## src/rtl/mem_access_unit.sv

```systemverilog
// Load/store unit between the execute stage and a word-organised DataMemory port.
// Optional MISALIGN_TRAP_EN: reject misaligned, illegal-size and out-of-range requests.
module mem_access_unit #(
  parameter int MEM_WORDS = 256
) (
  input  logic        clk,
  input  logic        rst_n,
  input  logic        req_valid,
  output logic        req_ready,
  input  logic        req_we,
  input  logic [1:0]  req_size,
  input  logic        req_unsigned,
  input  logic [31:0] req_addr,
  input  logic [31:0] req_wdata,
  output logic        rsp_valid,
  input  logic        rsp_ready,
  output logic [31:0] rsp_rdata,
  output logic        rsp_err,
  output logic        mem_read,
  output logic        mem_write,
  output logic [31:0] mem_addr,
  output logic [31:0] mem_wdata,
  input  logic [31:0] mem_rdata
);

  typedef enum logic [1:0] {IDLE, ACCESS, WRITE, RESP} state_t;

  state_t      state_q, state_d;
  logic        we_q, we_d;
  logic        uns_q, uns_d;
  logic [1:0]  size_q, size_d;
  logic [31:0] addr_q, addr_d;
  logic [31:0] wdata_q, wdata_d;
  logic [31:0] merge_q, merge_d;
  logic [31:0] rdata_q, rdata_d;
  logic [31:0] word_idx;

  // Little-endian lane pick followed by sign/zero extension; size 10 returns the word.
  function automatic logic [31:0] load_extend(input logic [31:0] word, input logic [1:0] size,
                                              input logic uns, input logic [1:0] lane);
    logic [7:0]  b;
    logic [15:0] h;
    b = 8'(word >> {lane, 3'b000});
    h = 16'(word >> {lane[1], 4'b0000});
    case (size)
      2'b00:   return uns ? {24'h0, b} : {{24{b[7]}}, b};
      2'b01:   return uns ? {16'h0, h} : {{16{h[15]}}, h};
      default: return word;
    endcase
  endfunction

  function automatic logic [31:0] store_merge(input logic [31:0] word, input logic [31:0] wdata,
                                              input logic [1:0] size, input logic [1:0] lane);
    logic [31:0] m;
    m = word;
    case (size)
      2'b00:   m[{lane, 3'b000} +: 8]     = wdata[7:0];
      2'b01:   m[{lane[1], 4'b0000} +: 16] = wdata[15:0];
      default: m = wdata;
    endcase
    return m;
  endfunction

`ifdef MISALIGN_TRAP_EN
  logic err_q, err_d;
  logic req_illegal;

  assign req_illegal = (req_size == 2'b11)
                    || (req_size == 2'b01 && req_addr[0])
                    || (req_size == 2'b10 && req_addr[1:0] != 2'b00)
                    || (req_addr >= 32'(MEM_WORDS * 4));
  assign rsp_err = err_q;
`else
  assign rsp_err = 1'b0;
`endif

  assign word_idx  = {2'b00, addr_q[31:2]};
  assign rsp_rdata = rdata_q;

  always_comb begin
    state_d   = state_q;
    we_d      = we_q;
    uns_d     = uns_q;
    size_d    = size_q;
    addr_d    = addr_q;
    wdata_d   = wdata_q;
    merge_d   = merge_q;
    rdata_d   = rdata_q;
`ifdef MISALIGN_TRAP_EN
    err_d     = err_q;
`endif
    req_ready = 1'b0;
    rsp_valid = 1'b0;
    mem_read  = 1'b0;
    mem_write = 1'b0;
    mem_addr  = 32'h0;
    mem_wdata = 32'h0;
    case (state_q)
      IDLE: begin
        req_ready = 1'b1;
        if (req_valid) begin
          we_d    = req_we;
          uns_d   = req_unsigned;
          // Size 11 collapses to a word access; with trapping enabled it errors first.
          size_d  = (req_size == 2'b11) ? 2'b10 : req_size;
          addr_d  = req_addr;
          wdata_d = req_wdata;
          rdata_d = 32'h0;
          state_d = ACCESS;
`ifdef MISALIGN_TRAP_EN
          err_d   = 1'b0;
          if (req_illegal) begin
            err_d   = 1'b1;
            state_d = RESP;
          end
`endif
        end
      end
      ACCESS: begin
        mem_addr = word_idx;
        if (!we_q) begin
          mem_read = 1'b1;
          rdata_d  = load_extend(mem_rdata, size_q, uns_q, addr_q[1:0]);
          state_d  = RESP;
        end else if (size_q == 2'b10) begin
          mem_write = 1'b1;
          mem_wdata = wdata_q;
          state_d   = RESP;
        end else begin
          mem_read = 1'b1;
          merge_d  = store_merge(mem_rdata, wdata_q, size_q, addr_q[1:0]);
          state_d  = WRITE;
        end
      end
      WRITE: begin
        mem_addr  = word_idx;
        mem_write = 1'b1;
        mem_wdata = merge_q;
        state_d   = RESP;
      end
      RESP: begin
        rsp_valid = 1'b1;
        if (rsp_ready) state_d = IDLE;
      end
      default: state_d = IDLE;
    endcase
  end

  // Control and response state; async reset makes mem_write drop without a clock edge.
  always_ff @(posedge clk or negedge rst_n) begin
    if (!rst_n) begin
      state_q <= IDLE;
      rdata_q <= 32'h0;
`ifdef MISALIGN_TRAP_EN
      err_q   <= 1'b0;
`endif
    end else begin
      state_q <= state_d;
      rdata_q <= rdata_d;
`ifdef MISALIGN_TRAP_EN
      err_q   <= err_d;
`endif
    end
  end

  // Latched request fields; only observed while the FSM is busy, so no reset needed.
  always_ff @(posedge clk) begin
    we_q    <= we_d;
    uns_q   <= uns_d;
    size_q  <= size_d;
    addr_q  <= addr_d;
    wdata_q <= wdata_d;
    merge_q <= merge_d;
  end

endmodule

```

## config.mk

```make
export PLATFORM = sky130hd
export DESIGN_NAME = mem_access_unit
export DESIGN_NICKNAME = d
export VERILOG_FILES = /design/src/rtl/mem_access_unit.sv
export SDC_FILE = /design/constraint.sdc
export NUM_CORES = 1
export LEC_CHECK = 0
export ABC_AREA = 0
export CORE_ASPECT_RATIO = 0.8
export CORE_MARGIN = 2
export CORE_UTILIZATION = 35
export DETAILED_ROUTE_END_ITERATION = 12
export SYNTH_ARGS = -nofsm -noshare
export SYNTH_HDL_FRONTEND = slang
export SYNTH_SLANG_ARGS = --single-unit
```

## constraint.sdc

```tcl
create_clock -name clk -period 3 [get_ports clk]
set_input_delay 0.6 -clock clk [delete_from_list [all_inputs] [get_ports clk]]
set_output_delay 0.6 -clock clk [all_outputs]
set_load 0.1 [all_outputs]
```

==> results.ini, run 1 <==
[cts]
clkSlewWorstSetupHoldPaths_ps = 60
ctsHoldBuffers = 0
clk_path_buf_depth = 2
htreeDepth = 4
cts_tree = yes
cts_root_buf = clkbuf_16
clk_latency_ps = 430
cts_buffers = 17
post_cts_buffers = 0
cts_sinks = 134

[sta]
finalHoldViolCount = 0
tns_ps = 0
worstMarginPinSlew_ps = 894
fin_ws_ps = 179
rsz0062_at_grt = no
relSlewSlack_pct = 39.9
period_needed_ps = 2820
min_period_over_period_pct = 94.0
slew_violations = 0
setup_viol = 0
max_freq_mhz = 354
worst_clock_skew_ps = 8.76

[place]
dpl.hpwl_um = 15200
placed_area_mm2 = 0.00951
numPortBuffers = 201
dp_slack_ps = 475
gp_congestion = 0.935

[yosys]
synth_area_mm2 = 0.00664
syn_area_per_cell_um2 = 12.5
ys_async_sr_fraction_pct = 25.4
synth.most_common_cell = edfxtp_1
yosysWarnings = 0
synth_area_leaders = edfxtp_1 (45%), dfrtp_1 (13%), a22oi_1 (4.4%)
synth_edf_count = 100
ys_seq_elements = 134
synth_common_cells = edfxtp_1 (100), nand2_1 (40), a22oi_1 (39), nor2b_1 (36), dfrtp_1 (34)
ys_seq_area_share_pct = 58.0
yosys.area.top_type = edfxtp_1
ys_types = 54
synth_top_area_share_pct = 45.2
postSynthCellCount = 531
synth-main-ff-cell = edfxtp_1

[routing]
avgRoutedWirePerCell_um = 21.3
drtIter0Drc = 543
drt.antenna.violating_nets = 0
drcViolationCount = 0
drt_pass1_iterations = 5
routed_wl_um = 21200
route.vias.total = 5420
viasPerCell = 5.45

[setup_path]
criticalPathCategory = reg2out
critPathSlowestCell = dfrtp_1
cp-startpoint = state_q[1]
start_kind = flop
cp.required_ps = 2400
crit_path_end_kind = output port
critPathMostFrequentCell = buf_12
cp_cell_sequence = inv_1 > ha_2 > and3_1 > buf_12 > a22oi_1 > nor2b_2 > buf_12
slowest_delay_ps = 420
crit_end = mem_wdata[5]
r2r-end = merge_q[8]
cp_data_arrival_time_ps = 2220
worst_r2r_path_depth = 6
r2r_setup_slack_ps = 780
rr_startpoint = addr_q[1]
cp_max_fo = 33

[die]
start_util_pct = 35.3
die_w_um = 158
dieArea_mm2 = 0.0201
io_pins = 205
core_area_mm2 = 0.0188
rows = 45
die_height_um = 127

[worst_hold_path]
holdCritPathClass = reg2reg

[global_routing]
grt_max_degree = 65
antenna_found_initial = 0
grt_overflow = 0
grt_pass1_vias = 5605
grt_pass1_wl_um = 32100
grt_util_all_layers_pct = 21.5

[final_layout]
layout-drive-gt1-share_pct = 26.3
stdcell_area_mm2 = 0.0100
final_nets = 837
fillers = 1653
syn_to_final_growth_pct = 51.2
antennaDiodeCount = 0

[flow_run]
maxCapViolations = 0

[run_status]
status = complete, no violations

stage by stage:
| stage | hold slack [ps] | instances | utilization [%] |
|---|---|---|---|
| 2_1_floorplan | 304 | 533 | - |
| 3_3_place_gp | 486 | 963 | 50.6 |
| 3_5_place_dp | 494 | 963 | 50.6 |
| 4_1_cts | 507 | 995 | 53.4 |
| 5_1_grt | 514 | 995 | 53.4 |
| 6_report | 500 | 995 | 53.4 |
worst max-delay path, delay by kind of cell, from the launching register on:
| family | cells | cell delay (ps) |
|---|---|---|
| AO/OA/AOI/OAI | 1 | 120 |
| adder cells (fa/ha/maj) | 1 | 260 |
| buffers and inverters | 3 | 530 |
| flip-flops | 1 | 420 |
| AND/OR/NAND/NOR | 2 | 450 |
metal layers:
metal  track usage [%]  part of all wire [%]  vias to the layer above
met5                 0                     0                        -
met1              30.4                    44                     2694
met3              5.43                   7.7                       40
met2              31.4                    45                      262
li1                  -                     -                     2424
met4              9.06                   2.7                        0
cells by family after synthesis:
group           after synthesis  share of synthesized area, %
mux                          17                          4.16
simple gates                154                          13.2
fa+ha+maj                     9                          1.69
other cells                   1                        0.0564
compound gates              150                          17.9
flops                       134                          58.0
buf+inv                      66                          4.97
worst min path at each step:
stage / start / endpoint / slack [ps] / cells after the start
finish: rsp_rdata[2] / rsp_rdata[2] / 500 / 2
floorplan: rst_n / rsp_rdata[0] / 300 / 0
detailed placement: rsp_rdata[3] / rsp_rdata[3] / 490 / 2
CTS: rsp_rdata[3] / rsp_rdata[3] / 510 / 2
global placement: rsp_rdata[15] / rsp_rdata[15] / 490 / 1
global route: rsp_rdata[1] / rsp_rdata[1] / 510 / 2
sequential cells by signal (all words and copies together), names as in the netlist:
register and cells:
addr_q 32, merge_q 32, rsp_rdata 32, wdata_q 32
size_q 2, state_q 2, uns_q 1, we_q 1
area by class of cell:
class                   count  area, um^2  share of cell area (%)
clock inverters             7        45.0                   0.448
inverters                  21        78.8                   0.785
multi-input cells         333        2550                    25.4
flip-flops and latches    134        3850                    38.4
well taps                 258         323                    3.21
repair buffers            217        2700                    26.9
clock buffers              25         487                    4.85
repair_timing:
item	4_1_cts	5_1_grt
endpoints found under the setup margin	0	3
resized for setup	0	2
endpoints found under the hold margin	0	0
cells in the final DEF (no fill, tap or decap), types with 3 or more instances in the layout:
cell,instances
inv_1,21
nor2b_1,4
a21oi_1,15
a32o_1,3
clkdlybuf4s50_1,103
and2_1,32
clkbuf_1,6
o221ai_1,3
a22oi_1,39
nand2_1,40
nand4_1,3
clkbuf_16,18
a222oi_1,10
dfrtp_1,34
buf_4,48
nand3_1,5
nor2b_2,32
and3_1,4
mux4_2,7
ha_1,8
o21ai_0,13
buf_12,65
nor2_1,10
a22o_1,18
mux2i_1,7
o32ai_1,4
conb_1,3
edfxtp_1,100
o22ai_1,3
nand2b_1,10
clkinv_2,3
a221o_1,25
nand3b_1,3
Power of run 1 is not shown: default switching activity piles up to over one toggle a cycle in this logic, so the estimate is an artifact.
==> run 2: changes to the inputs <==
--- a/config.mk
+++ b/config.mk
@@ -6,10 +6,12 @@
 export NUM_CORES = 1
 export LEC_CHECK = 0
 export ABC_AREA = 0
+export CAP_MARGIN = 20
 export CORE_ASPECT_RATIO = 0.8
 export CORE_MARGIN = 2
 export CORE_UTILIZATION = 35
 export DETAILED_ROUTE_END_ITERATION = 12
+export SLEW_MARGIN = 20
 export SYNTH_ARGS = -nofsm -noshare
 export SYNTH_HDL_FRONTEND = slang
 export SYNTH_SLANG_ARGS = --single-unit
==> results of run 2 <==
The final DEF is identical to that of run 1; final timing and power are the same.
Power of run 2 is left out for the same reason.
==> run 3: changes to the inputs <==
--- a/config.mk
+++ b/config.mk
@@ -7,7 +7,7 @@
 export LEC_CHECK = 0
 export ABC_AREA = 0
 export CAP_MARGIN = 20
-export CORE_ASPECT_RATIO = 0.8
+export CORE_ASPECT_RATIO = 2
 export CORE_MARGIN = 2
 export CORE_UTILIZATION = 35
 export DETAILED_ROUTE_END_ITERATION = 12
==> results.ini, run 3 (same netlist as run 1, synthesis figures left out) <==
[run_status]
status = complete, no violations

[cts]
htreeDepth = 4  ; unchanged
clk_latency_ps = 420  ; about the same
cts_buffers = 17  ; unchanged
cts_sinks = 134  ; unchanged
cts_tree = yes
cts_root_buf = clkbuf_16
ctsHoldBuffers = 0  ; unchanged
cts-resized-gates = 0  ; unchanged
clk_path_buf_depth = 2  ; unchanged
clkSlewWorstSetupHoldPaths_ps = 60  ; about the same
post_cts_buffers = 0  ; unchanged

[final_layout]
layout_commonest_cell = clkdlybuf4s50_1
final_cells = 992  ; -0.30%
stdcell_area_mm2 = 0.0101  ; +0.95%
mostFrequentLayoutCells = clkdlybuf4s50_1 (103), edfxtp_1 (100), buf_12 (65)
final_nets = 836  ; -0.12%
fin_util_pct = 54.1  ; +0.68 points
layout-drive-gt1-share_pct = 26.8  ; +0.44 points
syn_to_final_growth_pct = 52.6

[sta]
period_needed_ps = 2830  ; +4.49 ps
finalHoldViolCount = 0  ; unchanged
rsz0062_at_grt = no
worst_clock_skew_ps = 9.52  ; +0.766 ps
tns_ps = 0  ; unchanged
setup_viol = 0  ; unchanged
relSlewSlack_pct = 50.7  ; +11 points
slew_violations = 0  ; unchanged
min_period_over_period_pct = 94.2  ; +0.15 points
max_freq_mhz = 354  ; -0.16%
worstMarginPinSlew_ps = 738  ; -156 ps

[routing]
routed_wl_um = 22100  ; +4.2%
drt.antenna.violating_nets = 0  ; unchanged
viasPerCell = 5.43  ; -0.33%
avgRoutedWirePerCell_um = 22.3  ; +4.5%
drcViolationCount = 0  ; unchanged
drt_pass1_iterations = 7  ; +2
drtIter0Drc = 514  ; -5.3%
route.vias.total = 5386  ; -0.63%

[global_routing]
grt_pass1_wl_um = 32800  ; +2.1%
grt_util_all_layers_pct = 22.3  ; +0.89 points
grt_pass1_vias = 5668  ; +1.1%
grt_max_degree = 60  ; -7.7%
grt_overflow = 0  ; unchanged
antenna_found_initial = 0  ; unchanged

[setup_path]
r2r_setup_slack_ps = 740  ; -40 ps
rr_startpoint = addr_q[1]
crit_path_end_kind = output port
worst_r2r_path_depth = 6  ; unchanged
r2r-end = merge_q[22]
start_kind = flop
cp_data_arrival_time_ps = 2230  ; about the same
criticalPathCategory = reg2out
cp_max_fo = 33  ; unchanged
cp.required_ps = 2400  ; about the same

[die]
die_w_um = 101  ; -36%
die_height_um = 199  ; +56%
dieArea_mm2 = 0.0202  ; +0.30%
core_area_mm2 = 0.0187  ; -0.33%
rows = 71  ; +58%
io_pins = 205  ; unchanged
start_util_pct = 35.4  ; +0.12 points

[worst_hold_path]
min_from = rsp_rdata[1]
holdPathEnd = rsp_rdata[1]
worstHoldPathCells = 2  ; unchanged
holdCritPathClass = reg2reg

[place]
gp_congestion = 0.879  ; -6.0%
numPortBuffers = 201  ; unchanged
dp_cells = 959  ; -0.42%
dpl.hpwl_um = 16800  ; +11%
placed_area_mm2 = 0.00950  ; -0.12%

[flow_run]
maxCapViolations = 0  ; unchanged

run 3: cell count changes in the layout (fill, tap and decap cells not counted), sizes merged:
cell / change
clkinv: +1
clkbuf: -6
buf: -1
bufinv: +4
inv: +1
diode: +1
run 3: how the worst max path moves through the flow:
stage,cells past startpoint,end,slack [ps],from
2_1_floorplan,3,addr_q[0],180,state_q[0]
3_3_place_gp,6,rsp_rdata[20],600,mem_rdata[23]
3_5_place_dp,7,mem_wdata[20],560,state_q[1]
4_1_cts,7,mem_wdata[20],100,state_q[1]
5_1_grt,7,mem_wdata[20],60,state_q[1]
6_report,7,mem_wdata[20],170,state_q[1]
run 3: critical path, stage by stage (launching register included):
cell and delay (ps):
dfrtp_1 410, inv_1 100, ha_1 270, and3_1 200
buf_6 260, a22oi_1 130, nor2b_2 210, buf_12 200
run 3: metal layers:
layer	vias up	track usage (%)	part of all wire [%]	routed length (um)
met2	274	40.4	56	12400
li1	2419	-	-	-
met3	62	4.92	5.6	1240
met5	-	0	0	0
met4	0	15.2	6.4	1410
met1	2631	22.0	32	7070
run 3: layout make-up:
class	count	area, um^2
tap	255	319
sequential	134	3850
timing repair buffer	216	2700
clock inverter	13	195
fill	1586	8600
clock buffer	19	443
inverter	21	78.8
antenna	1	2.50
multi-input combinational	333	2550
run 3: per-stage QoR:
| step | hold WS [ps] | worst slack (ps) |
|---|---|---|
| after floorplan | 304 | 177 |
| after global placement | 477 | 600 |
| after detailed placement | 473 | 564 |
| after CTS | 486 | 98.0 |
| after global routing | 509 | 58.7 |
| final | 482 | 174 |
Power of run 3 is left out for the same reason.
==> variant: new RTL, flow settings as in run 3 <==
`rdata_q` no longer has a reset.
--- a/src/rtl/mem_access_unit.sv
+++ b/src/rtl/mem_access_unit.sv
@@ -150,17 +150,19 @@
   always_ff @(posedge clk or negedge rst_n) begin
     if (!rst_n) begin
       state_q <= IDLE;
-      rdata_q <= 32'h0;
 `ifdef MISALIGN_TRAP_EN
       err_q   <= 1'b0;
 `endif
     end else begin
       state_q <= state_d;
-      rdata_q <= rdata_d;
 `ifdef MISALIGN_TRAP_EN
       err_q   <= err_d;
 `endif
     end
+  end
+
+  always_ff @(posedge clk) begin
+    rdata_q <= rdata_d;
   end
 
   // Latched request fields; only observed while the FSM is busy, so no reset needed.
Check against the original RTL: differs if rst_n is asserted again (counterexample within 4 cycles, from zero or initial values and one cycle with rst_n low); with rst_n held inactive, the same outputs for 4 cycles.
==> variant against run 3 <==
- first-iteration DRC count is 32% lower
- wire length increased by 6.5%
- worst hold slack lost 0.15 ns
- sequential cell count stayed put
- via count up 12%
- cell count rose by 10%
- die area grew 10%
- area after synthesis increased by 11%
- setup slack better by 0.0090 ns
- fmax up 0.32%
- synthesized cell count grew 20%
- final area increased by 6.7%
Power is left out: the tool's default activity adds up to more than one toggle a clock period on the data nets, which glitch-free logic cannot reach.
==> variant: results (changes against run 3) <==
| Metric | Value |
|---|---|
| Status | completed |
| Fraction of layout cells with a size suffix above 1 | 23.76% (-3.0 points) |
| R2R setup slack | 0.58 ns (-0.16 ns) |
| Worst slack, placed | 0.5293 ns (-0.03485 ns) |
| Drt pass-1 iters | 6 (-1) |
| Ant diodes | 0 (-1) |
| Distinct cells, synth | 53 (-1.9%) |
| Initial antenna violation count | 0 (unchanged) |
| Routed wire per std cell | 21.50 um (-3.4%) |
| Hold WS | 0.3367 ns (-0.1451 ns) |
| Mux share of post-synthesis cell area | 3.947% (-0.22 points) |
| Synthesized netlist cell count | 637 (+20%) |
| Ranking of synthesized cells by area | edfxtp_1 54%, nor2b_1 4.5%, and2_1 4.1% |
| Slowest stage delay, CP | 0.42 ns |
| Async SR Flop Fraction | 1.493% (-24 points) |
| Largest net degree at the start of global routing | 69 (+15%) |
| Worst Tran Pin Value | 0.7553 ns (+0.01730 ns) |
| Min-Delay Path Class | in -> async |
| R2R Path End | rsp_rdata[11]$_SDFFCE_PN0P_ |
| Iter 0 DRT Violations | 352 (-32%) |
| Sequential fraction of the synthesis area | 54.58% (-3.4 points) |
| Via count | 6048 (+12%) |
| Number of flops mapped to enable cells by yosys | 132 (+32%) |
| Vias in the first global route | 6360 (+12%) |
| Fill count | 1853 (+17%) |
| Synthesized-area fraction occupied by adder cells | 1.531% (-0.16 points) |
| Most common library cells after synthesis | 132 x edfxtp_1, 53 x nor2b_1, 48 x a21oi_1, 48 x and2_1, 37 x a22oi_1 |
| GRT Overall Usage | 21.61% (-0.73 points) |
| DRT Wirelength | 23.52 mm (+6.5%) |
| CTS Hold Bufs | 0 (unchanged) |
| First-pass GRT wire length | 36.01 mm (+9.9%) |
| Placer congestion estimate | 0.8815 (+0.26%) |
| Skew final | 0.009721 ns (+0.0001973 ns) |
| Nets@finish | 925 (+11%) |
| Worst r2r src | size_q[0]$_SDFFCE_PN0P_ |
| Compound-Gate Fraction of Synth Area | 20.19% (+2.2 points) |
| HPWL Detailed | 17.14 mm (+1.8%) |
| GR Layer Usage met3 | 5.490% (+0.57 points) |
| Grt met2 use | 38.86% (-1.5 points) |
| GRT met1 Usage | 22.02% (about the same) |
| Worst R2R Path Depth | 4 (-2) |
| Placed Instances | 1062 (+11%) |
[variant: critical path, delay by kind of cell (launching register included)]
kind,cells,cell delay [ns]
buf+inv,3,0.56
fa+ha+maj,1,0.18
simple gates,2,0.44
flops,1,0.42
compound gates,1,0.19
[variant: how the worst max path moves through the flow]
stage / slack (ns) / to
after floorplan: 0.11 / rsp_rdata[0]$_SDFFCE_PN0P_
after detailed placement: 0.53 / rsp_rdata[13]$_SDFFCE_PN0P_
after global routing: 0.06 / mem_wdata[5]
after global placement: 0.56 / rsp_rdata[7]$_SDFFCE_PN0P_
after CTS: 0.06 / mem_wdata[5]
final: 0.18 / mem_wdata[5]
[variant: cell type report]
type                       instances  area [um^2]  share of cell area [%]
sequential                       134         4014                   37.09
multi-input combinational        423         3072                   28.38
timing repair buffer             218         2736                   25.29
clock buffer                      20        436.7                   4.035
tap                              269        336.6                   3.110
clock inverter                    12        158.9                   1.468
inverter                          18        67.56                  0.6244
[variant: metrics by stage]
stage | instance area (um^2) | utilization (%)
final | 10820 | 51.95
after floorplan | 7465 | -
after global placement | 10220 | 49.07
after detailed placement | 10220 | 49.07
after global routing | 10820 | 51.95
after CTS | 10820 | 51.93
[variant: what timing repair did]
action | 4_1_cts | 5_1_grt
buffers inserted | 0 | 0
endpoints found under the setup margin | 0 | 1
gates resized for setup | 0 | 1
[variant: kinds of logic (layout without fill, tap and decap cells)]
family | after synthesis | count (layout)
buf+inv | 82 | 268
compound gates | 203 | 203
other cells | 1 | 3
simple gates | 181 | 181
fa+ha+maj | 9 | 9
flops | 134 | 134
mux | 27 | 27
[variant: metal layers]
metal / vias up / part of all wire, %
met4: 0 / 5.4
met3: 77 / 7.5
li1: 2755 / -
met1: 2898 / 33
met2: 318 / 54
met5: - / 0
